$ cat src/rtl/mux21_arbiter_if.sv
// mux21_arbiter_if
//   Bundles the requester/consumer side of the shared 2:1 word mux.
//   master : producer/consumer side (drives req, in0, in1; sees grant, sel, out, outValid)
//   slave  : arbiter side (mux21_arbiter)
//   Signals:
//     req      [1:0]        per-requester request
//     in0/in1  [WIDTH-1:0]  data words from requester 0/1
//     grant    [1:0]        one-hot registered grant, 00 when idle
//     sel                   registered mux select, 1 = in1 routed
//     out      [WIDTH-1:0]  muxed data word
//     outValid              out carries owner data this cycle
interface mux21_arbiter_if #(
    parameter int WIDTH = 8
);
    logic [1:0]       req;
    logic [WIDTH-1:0] in0;
    logic [WIDTH-1:0] in1;
    logic [1:0]       grant;
    logic             sel;
    logic [WIDTH-1:0] out;
    logic             outValid;

    modport master (
        output req, in0, in1,
        input  grant, sel, out, outValid
    );

    modport slave (
        input  req, in0, in1,
        output grant, sel, out, outValid
    );
endinterface

$ cat src/rtl/mux21_arbiter.sv
// mux21_arbiter
//   Round-robin arbiter sharing one 2:1 word mux between two requesters.
//   Each owner holds the mux for at most BURST consecutive cycles; on release
//   ownership passes straight to the other requester if it is waiting, else a
//   still-requesting owner is re-granted, else the block goes idle.
//   Ports:
//     CLK      system clock, rising edge
//     Reset_L  asynchronous active-low reset
//     bus      mux21_arbiter_if.slave (req, in0, in1 in; grant, sel, out, outValid out)
//   Parameters:
//     WIDTH  data word width
//     BURST  max consecutive owned cycles (1..7)
//     CNTW   burst counter width, must hold BURST-1
module mux21_arbiter #(
    parameter int WIDTH = 8,
    parameter int BURST = 4,
    parameter int CNTW  = 3
) (
    input  logic            CLK,
    input  logic            Reset_L,
    mux21_arbiter_if.slave  bus
);

    typedef enum logic [1:0] {
        IDLE = 2'd0,
        OWN0 = 2'd1,
        OWN1 = 2'd2
    } stateE;

    localparam logic [CNTW-1:0] BurstMax = CNTW'(BURST - 1);

    stateE           state, stateNext;
    logic [CNTW-1:0] cnt, cntNext;
    logic            last, lastNext;

    // Current owner index and request view from the owner's perspective.
    logic owner;
    logic ownReq;
    logic othReq;

    assign owner  = (state == OWN1);
    assign ownReq = bus.req[owner];
    assign othReq = bus.req[~owner];

    function automatic stateE ownState(input logic who);
        return who ? OWN1 : OWN0;
    endfunction

    // State register
    always_ff @(posedge CLK or negedge Reset_L) begin
        if (!Reset_L) begin
            state <= IDLE;
            cnt   <= '0;
            last  <= 1'b1;   // makes requester 0 win the first contested grant
        end else begin
            state <= stateNext;
            cnt   <= cntNext;
            last  <= lastNext;
        end
    end

    // Next-state logic. cnt defaults to 0 so every state change and every
    // burst re-entry restarts the burst count; only "continue" increments it.
    always_comb begin
        stateNext = state;
        cntNext   = '0;
        lastNext  = last;
        case (state)
            IDLE: begin
                case (bus.req)
                    2'b01: begin
                        stateNext = OWN0;
                        lastNext  = 1'b0;
                    end
                    2'b10: begin
                        stateNext = OWN1;
                        lastNext  = 1'b1;
                    end
                    2'b11: begin
                        stateNext = ownState(~last);
                        lastNext  = ~last;
                    end
                    default: ;
                endcase
            end
            OWN0, OWN1: begin
                if (ownReq && (cnt < BurstMax)) begin
                    cntNext = cnt + CNTW'(1);
                end else if (othReq) begin
                    // hand over directly, no idle bubble
                    stateNext = ownState(~owner);
                    lastNext  = ~owner;
                end else if (ownReq) begin
                    // lone requester hit the burst limit: re-enter, never starve
                    stateNext = ownState(owner);
                    lastNext  = owner;
                end else begin
                    stateNext = IDLE;
                end
            end
            default: begin
                stateNext = IDLE;
            end
        endcase
    end

    // Outputs decoded from the registered state; data path is purely combinational.
    logic [1:0] grantInt;
    logic       selInt;

    assign grantInt     = {state == OWN1, state == OWN0};
    assign selInt       = (state == OWN1);
    assign bus.grant    = grantInt;
    assign bus.sel      = selInt;
    assign bus.out      = selInt ? bus.in1 : bus.in0;
    assign bus.outValid = grantInt[selInt] & bus.req[selInt];

endmodule

$ cat src/flat_wrapper.sv
// flat-port wrapper written by rule: the top's interface ports become plain ports
module mux21_arbiter_flat 
#(
    parameter int WIDTH = 8,
    parameter int BURST = 4,
    parameter int CNTW  = 3
)
  (CLK, Reset_L, bus_req, bus_in0, bus_in1, bus_grant, bus_sel, bus_out, bus_outValid);
  mux21_arbiter_if #(.WIDTH(WIDTH)) bus_i ();
  input  logic CLK;
  input  logic Reset_L;
  input wire logic [$bits(bus_i.req)-1:0] bus_req;
  input wire logic [$bits(bus_i.in0)-1:0] bus_in0;
  input wire logic [$bits(bus_i.in1)-1:0] bus_in1;
  output wire logic [$bits(bus_i.grant)-1:0] bus_grant;
  output wire logic [$bits(bus_i.sel)-1:0] bus_sel;
  output wire logic [$bits(bus_i.out)-1:0] bus_out;
  output wire logic [$bits(bus_i.outValid)-1:0] bus_outValid;
  assign bus_i.req = bus_req;
  assign bus_i.in0 = bus_in0;
  assign bus_i.in1 = bus_in1;
  assign bus_grant = bus_i.grant;
  assign bus_sel = bus_i.sel;
  assign bus_out = bus_i.out;
  assign bus_outValid = bus_i.outValid;
  mux21_arbiter #(.WIDTH(WIDTH), .BURST(BURST), .CNTW(CNTW)) u_core (.CLK(CLK), .Reset_L(Reset_L), .bus(bus_i));
endmodule
$ cat config.mk
export PLATFORM = sky130hd
export DESIGN_NAME = mux21_arbiter_flat
export DESIGN_NICKNAME = d
export VERILOG_FILES = /design/src/rtl/mux21_arbiter_if.sv /design/src/rtl/mux21_arbiter.sv /design/src/flat_wrapper.sv
export SDC_FILE = /design/constraint.sdc
export NUM_CORES = 1
export LEC_CHECK = 0
export BUFFER_PORTS_ARGS = -buffer_cell sky130_fd_sc_hd__buf_2
export CORE_MARGIN = 1.5
export CORE_UTILIZATION = 45
export CTS_CLUSTER_SIZE = 16
export DETAILED_ROUTE_END_ITERATION = 6
export PLACE_DENSITY = 0.89
export SLEW_MARGIN = 5
export SYNTH_ARGS = -nofsm -noshare
export SYNTH_HDL_FRONTEND = slang
export SYNTH_SLANG_ARGS = --single-unit
$ cat constraint.sdc
create_clock -name CLK -period 3.2 [get_ports CLK]
set_input_delay 0.32 -clock CLK [delete_from_list [all_inputs] [get_ports CLK]]
set_output_delay 0.32 -clock CLK [all_outputs]
set_load 0.005 [all_outputs]
* Yosys cells after proc, flatten, opt, wreduce, memory -nomap -nowiden
Index checks and enable logic that the tools add are counted.
** Storage, ports and cells
- Flip-flop bits (word level) :: 6
- Latch bits :: 0
- Bits in writable memories :: 0
- Memory bits (read-only) :: 0
- Output and inout bits :: 12
- Logic and storage cells :: 46
- Memories kept :: 0
** Cells by class
- Add/sub/neg operators :: 1
- Multiply operators :: 0
- Div/mod/pow operators :: 0
- Magnitude comparators :: 3
- Eq/ne operators :: 8
- Shift operators :: 0
- Muxes and demuxes :: 22
- Bitwise operators :: 3
- Reduce and logical (&&, ||, !) cells :: 6
** Operators with widths (count)
- $mux W2 :: 6
- $mux W1 :: 9
- $mux W8 :: 1
- $eq A2 B2 Y1 const B :: 3
- $mux W3 :: 2
- $pmux W2 S3 :: 1
- $eq A2 B1 Y1 const B :: 2
- $lt A1 B2 Y1 const B :: 2
- $ne A4 B4 Y1 const B :: 1
- $pmux W2 S2 :: 1
- $reduce_and A4 Y1 :: 1
- $add A3 B1 Y3 const B :: 1
- $lt A3 B2 Y1 const B :: 1
- $ne A3 B1 Y1 const B :: 1
- $pmux W1 S3 :: 1
- $logic_not A2 Y1 :: 1
- $ne A2 B2 Y1 const B :: 1
- $not A1 Y1 :: 2
- $pmux W1 S2 :: 1
- $reduce_and A2 Y1 :: 1
- $reduce_bool A2 Y1 :: 1
- $reduce_or A2 Y1 :: 1
- $and A1 B1 Y1 :: 1
- $logic_and A1 B1 Y1 :: 1

* Depth between registers and ports, before layout
- Depth in word-level cells :: 7
- Gate-level depth with buffers :: 7

* Worst setup path after synthesis
Ideal clock, no wire load.
- Kind :: flip-flop to flip-flop
- Start :: reg u_core.state[0]
- End :: reg u_core.last
- Library setup time :: 0.082 ns
- Data arrival time :: 1.609 ns
- Data required time :: 3.118 ns
- Path slack :: 1.509 ns
- Stages on the path, launching flop included :: 8
- Path buffers :: 0
- Clock period less this slack :: 1.691 ns
- Cells stage by stage :: dfrtp_1 inv_1 ha_1 mux2i_1 o31ai_4 nor2_4 nand2_2 mux2_4
** Between the ends
- Cells in the longest elaborated chain, start to end :: 6
- Elaborated cells between the ends (all ways) :: 19
** Ends and longest elaborated chain
- start: declaration :: line mux21_arbiter.sv:32 : stateE state, stateNext;
- start signal: assignment :: line mux21_arbiter.sv:56 : state <= stateNext;
- $eq A2 B2 Y1 :: line mux21_arbiter.sv:41, mux21_arbiter.sv:68
- $mux W1, on equally long branches (2 in series) :: line mux21_arbiter.sv:43, mux21_arbiter.sv:42
- $mux W1 or $logic_and A1 B1 Y1 (tied branches) :: line mux21_arbiter.sv:89, mux21_arbiter.sv:87
- $mux W1 or $ne A2 B2 Y1 (tied branches)
- $pmux W1 S2 or $reduce_and A4 Y1 (tied branches)
- end signal: assignment :: line mux21_arbiter.sv:58 : last <= lastNext;
- end: declaration :: line mux21_arbiter.sv:34 : logic last, lastNext;
Parallel ways exist; a longest one is shown, timed or not. The select of a mux whose other input is x is not followed.
A chain may end at the register's enable or synchronous reset.

* Worst setup path after layout
- Start :: reg u_core.state[0]
- End :: out bus_out[1]
** Between the ends
- Cells in the longest elaborated chain, start to end :: 2
** Ends and longest elaborated chain
- $eq A2 B2 Y1 :: line mux21_arbiter.sv:112 : assign selInt = (state == OWN1);
- $mux W8 :: line mux21_arbiter.sv:115 : assign bus.out = selInt ? bus.in1 : bus.in0;
- end: declaration :: line flat_wrapper.sv:17 : output wire logic [$bits(bus_i.out)-1:0] bus_out;
No other way between the ends.

==> impl_results.md <==
* Status: completed
* DRC Markers at 0
* Cells on worst reg2reg path at 7
* Vias per cell at 5.17
* CP Capture Point: bus_out[1]
* Cts bufs inserted at 3
* Largest net degree at the start of global routing at 19
* Max-slew headroom at the worst pin at 59.0%
* Post-CTS Hold Fix Bufs at 1
* Total wire length at 1430 um
* Chip height at 40.1 um
* Area Overhead vs Synth at 31.9%
* Clock Power Share at 12.6%
* Post-CTS Setup Bufs at 0
* Die Wd at 40.1 um
* Die area at 1610 um^2
* Critical Path RT at 2.88 ns
* Worst R2R Start: u_core.state[0]
* Share of post-route cells with drive strength above 1 at 50.0%
* Critical path data arrival time at 1.90 ns
* Final hold violation count at 0
* P_sw at 271 uW
* Crit path kind: register to output pin
* Starting Density at 48.2%
* Yosys reg bits at 6
* Post-Synthesis Cells at 66
* Setup slack, reg-to-reg at 1.19 ns
* Synth area leader: dfrtp_1
* Non-filler cells, final at 115
* Crit path launch: u_core.state[0]
* Tmin final at 2.22 ns
* Post-route ant nets at 0
* Final Power at 637 uW
* Wire length per cell at 12.4 um
* Max IR drop VDD at 0.370 mV
* Fmax achieved at 451 MHz
* Setup-failing EPs final at 0
* Maximum root-to-sink buffer count at 2
* Register area share after synthesis at 24.4%
* Fin Hold WS at 0.406 ns
* Cells after DPL at 110
* Drt pass-1 iters at 4
* Power density over cell area at 780 nW/um^2
* CTS resizes at 0
* GR Util All Layers at 21.0%
* Syn_nets at 94
* Mapped Avg Cell Area at 9.38 um^2
* Hold WC Path Type: input pin to asynchronous set/reset pin
* CP Max Fanout at 18
* Vias in the first global route at 503
* Period utilization at 69.3%
* Via Count at 595
* Reg power frac at 20.9%
* Clk sinks at 6
* 1st-iter DRT viols at 16
* Final TNS setup at 0 ns
* Switching portion of total power at 42.6%
* Grt total ovfl at 0
* Post-Syn Area at 619 um^2
* Ranking of synthesized cells by area: dfrtp_1 (20%), ha_1 (16%), mux2_2 (15%)
* Site Rows at 13
* Worst Tran Pin Value at 0.614 ns
* Count of pins over their slew limit at 0
* Total of warnings raised by yosys at 0
* Post-detailed-placement half-perimeter wirelength at 1190 um
* FF-to-FF End: u_core.last
* CTS H-tree depth at 1
* Distinct cells, synth at 26
* Clock Skew at 0.0160 ns
* Max-cap violations at 0
* First-pass GRT wire length at 2150 um
* Synth top area share at 20.2%
* IO buf count at 31
* Startpoint Class: register
* Core area at 1280 um^2
* Root Buffer: clkbuf_4
* Placer Congestion at 0.911
* Post-layout nets at 129
* Reg clk slew, reported paths at 0.06 ns
* Gate power share at 66.5%
* Ports at 32
* Initial antenna violation count at 0
* RSZ-0062 raised after global routing: no
* Clock latency on the worst-skew pair at 0.26 ns
* Int Pwr at 366 uW
* Leakage power at 0.000442 uW
* TritonCTS clock tree: built
* ANT cells at 0
* Setup crit end kind: output pin
cells by family after synthesis:
group,after synthesis,share of synthesized area (%)
and+or+nand+nor,21,18.8
DFF,6,24.4
buffers and inverters,8,5.66
muxes,10,18.6
adders and majority gates,8,16.2
AOI/OAI and AO/OA,13,16.4
cells in the final DEF, fill, tap and decap left out, types with 2 or more instances in the layout:
| master | instances |
|---|---|
| a21oi_1 | 4 |
| a22o_2 | 2 |
| and2_1 | 2 |
| buf_2 | 31 |
| clkbuf_4 | 3 |
| dfrtp_1 | 5 |
| ha_1 | 8 |
| inv_1 | 6 |
| mux2_2 | 8 |
| nand2_1 | 4 |
| nand2b_1 | 2 |
| nor2_1 | 4 |
| nor3_1 | 3 |
| o21ai_0 | 3 |
| o221ai_1 | 2 |
routing by layer:
layer  track usage, %  part of all wire (%)  wire length, um
met5                0                     0                0
met3             5.00                   6.5               93
met1             21.0                    40              573
met2             38.3                    52              737
met4             12.9                   1.6               23
final cells by class:
| cell class | instances | area (um^2) |
|---|---|---|
| Clock buffer | 4 | 26.3 |
| Fill cell | 112 | 468 |
| Inverter | 6 | 22.5 |
| Multi-Input combinational cell | 52 | 433 |
| Sequential cell | 6 | 151 |
| Tap cell | 15 | 18.8 |
| Timing Repair Buffer | 32 | 165 |
worst min path at each step:
stage | from | to | cells past startpoint | slack [ns]
detailed placement | Reset_L | u_core.state[1] | 1 | 0.15
CTS | Reset_L | u_core.state[1] | 2 | 0.41
global placement | Reset_L | u_core.cnt[0] | 1 | 0.14
finish | Reset_L | u_core.state[1] | 2 | 0.41
global route | Reset_L | u_core.state[1] | 2 | 0.44
floorplan | Reset_L | u_core.cnt[0] | 0 | 0.02
sequential cells by signal (all words and copies together), names as in the netlist:
register	cells
u_core.cnt	3
u_core.state	2
u_core.last	1
per-stage QoR:
step	instance area, um^2	util, %	setup slack [ns]
2_1_floorplan	619	-	1.51
3_3_place_gp	781	60.8	1.32
3_5_place_dp	781	60.8	1.18
4_1_cts	817	63.6	0.931
5_1_grt	817	63.6	0.844
6_report	817	63.6	0.984
power by group through the flow:
stage | Sequential, uW | Combinational (uW) | Clock (uW)
global route | 138 | 468 | 86.4
global placement | 130 | 404 | 0
detailed placement | 134 | 428 | 0
CTS | 134 | 430 | 83.6
finish | 133 | 424 | 80.3
floorplan | 126 | 323 | 0
synthesized netlist by cell type:
cell type  instances
a21o_1             1
dfstp_2            1
mux2_4             1
mux2i_1            1
nand2b_1           2
or2b_1             1
a22o_2             2
nor2_1             4
nor3_1             3
nand2_1            4
nand3b_1           1
nand2_2            1
ha_1               8
buf_2              1
buf_4              1
mux2_2             8
o31ai_4            1
a21oi_1            4
o221ai_1           2
and3_2             1
and2_1             2
inv_1              6
nor2b_1            1
nor2_4             1
dfrtp_1            5
o21ai_0            3
worst max-delay path: stages (launching register included):
cell and delay [ns]:
dfrtp_1 0.42, inv_1 0.12, ha_1 0.56, mux2_2 0.41
buf_2 0.13
No activity file was read; power rests on OpenSTA's default activity.
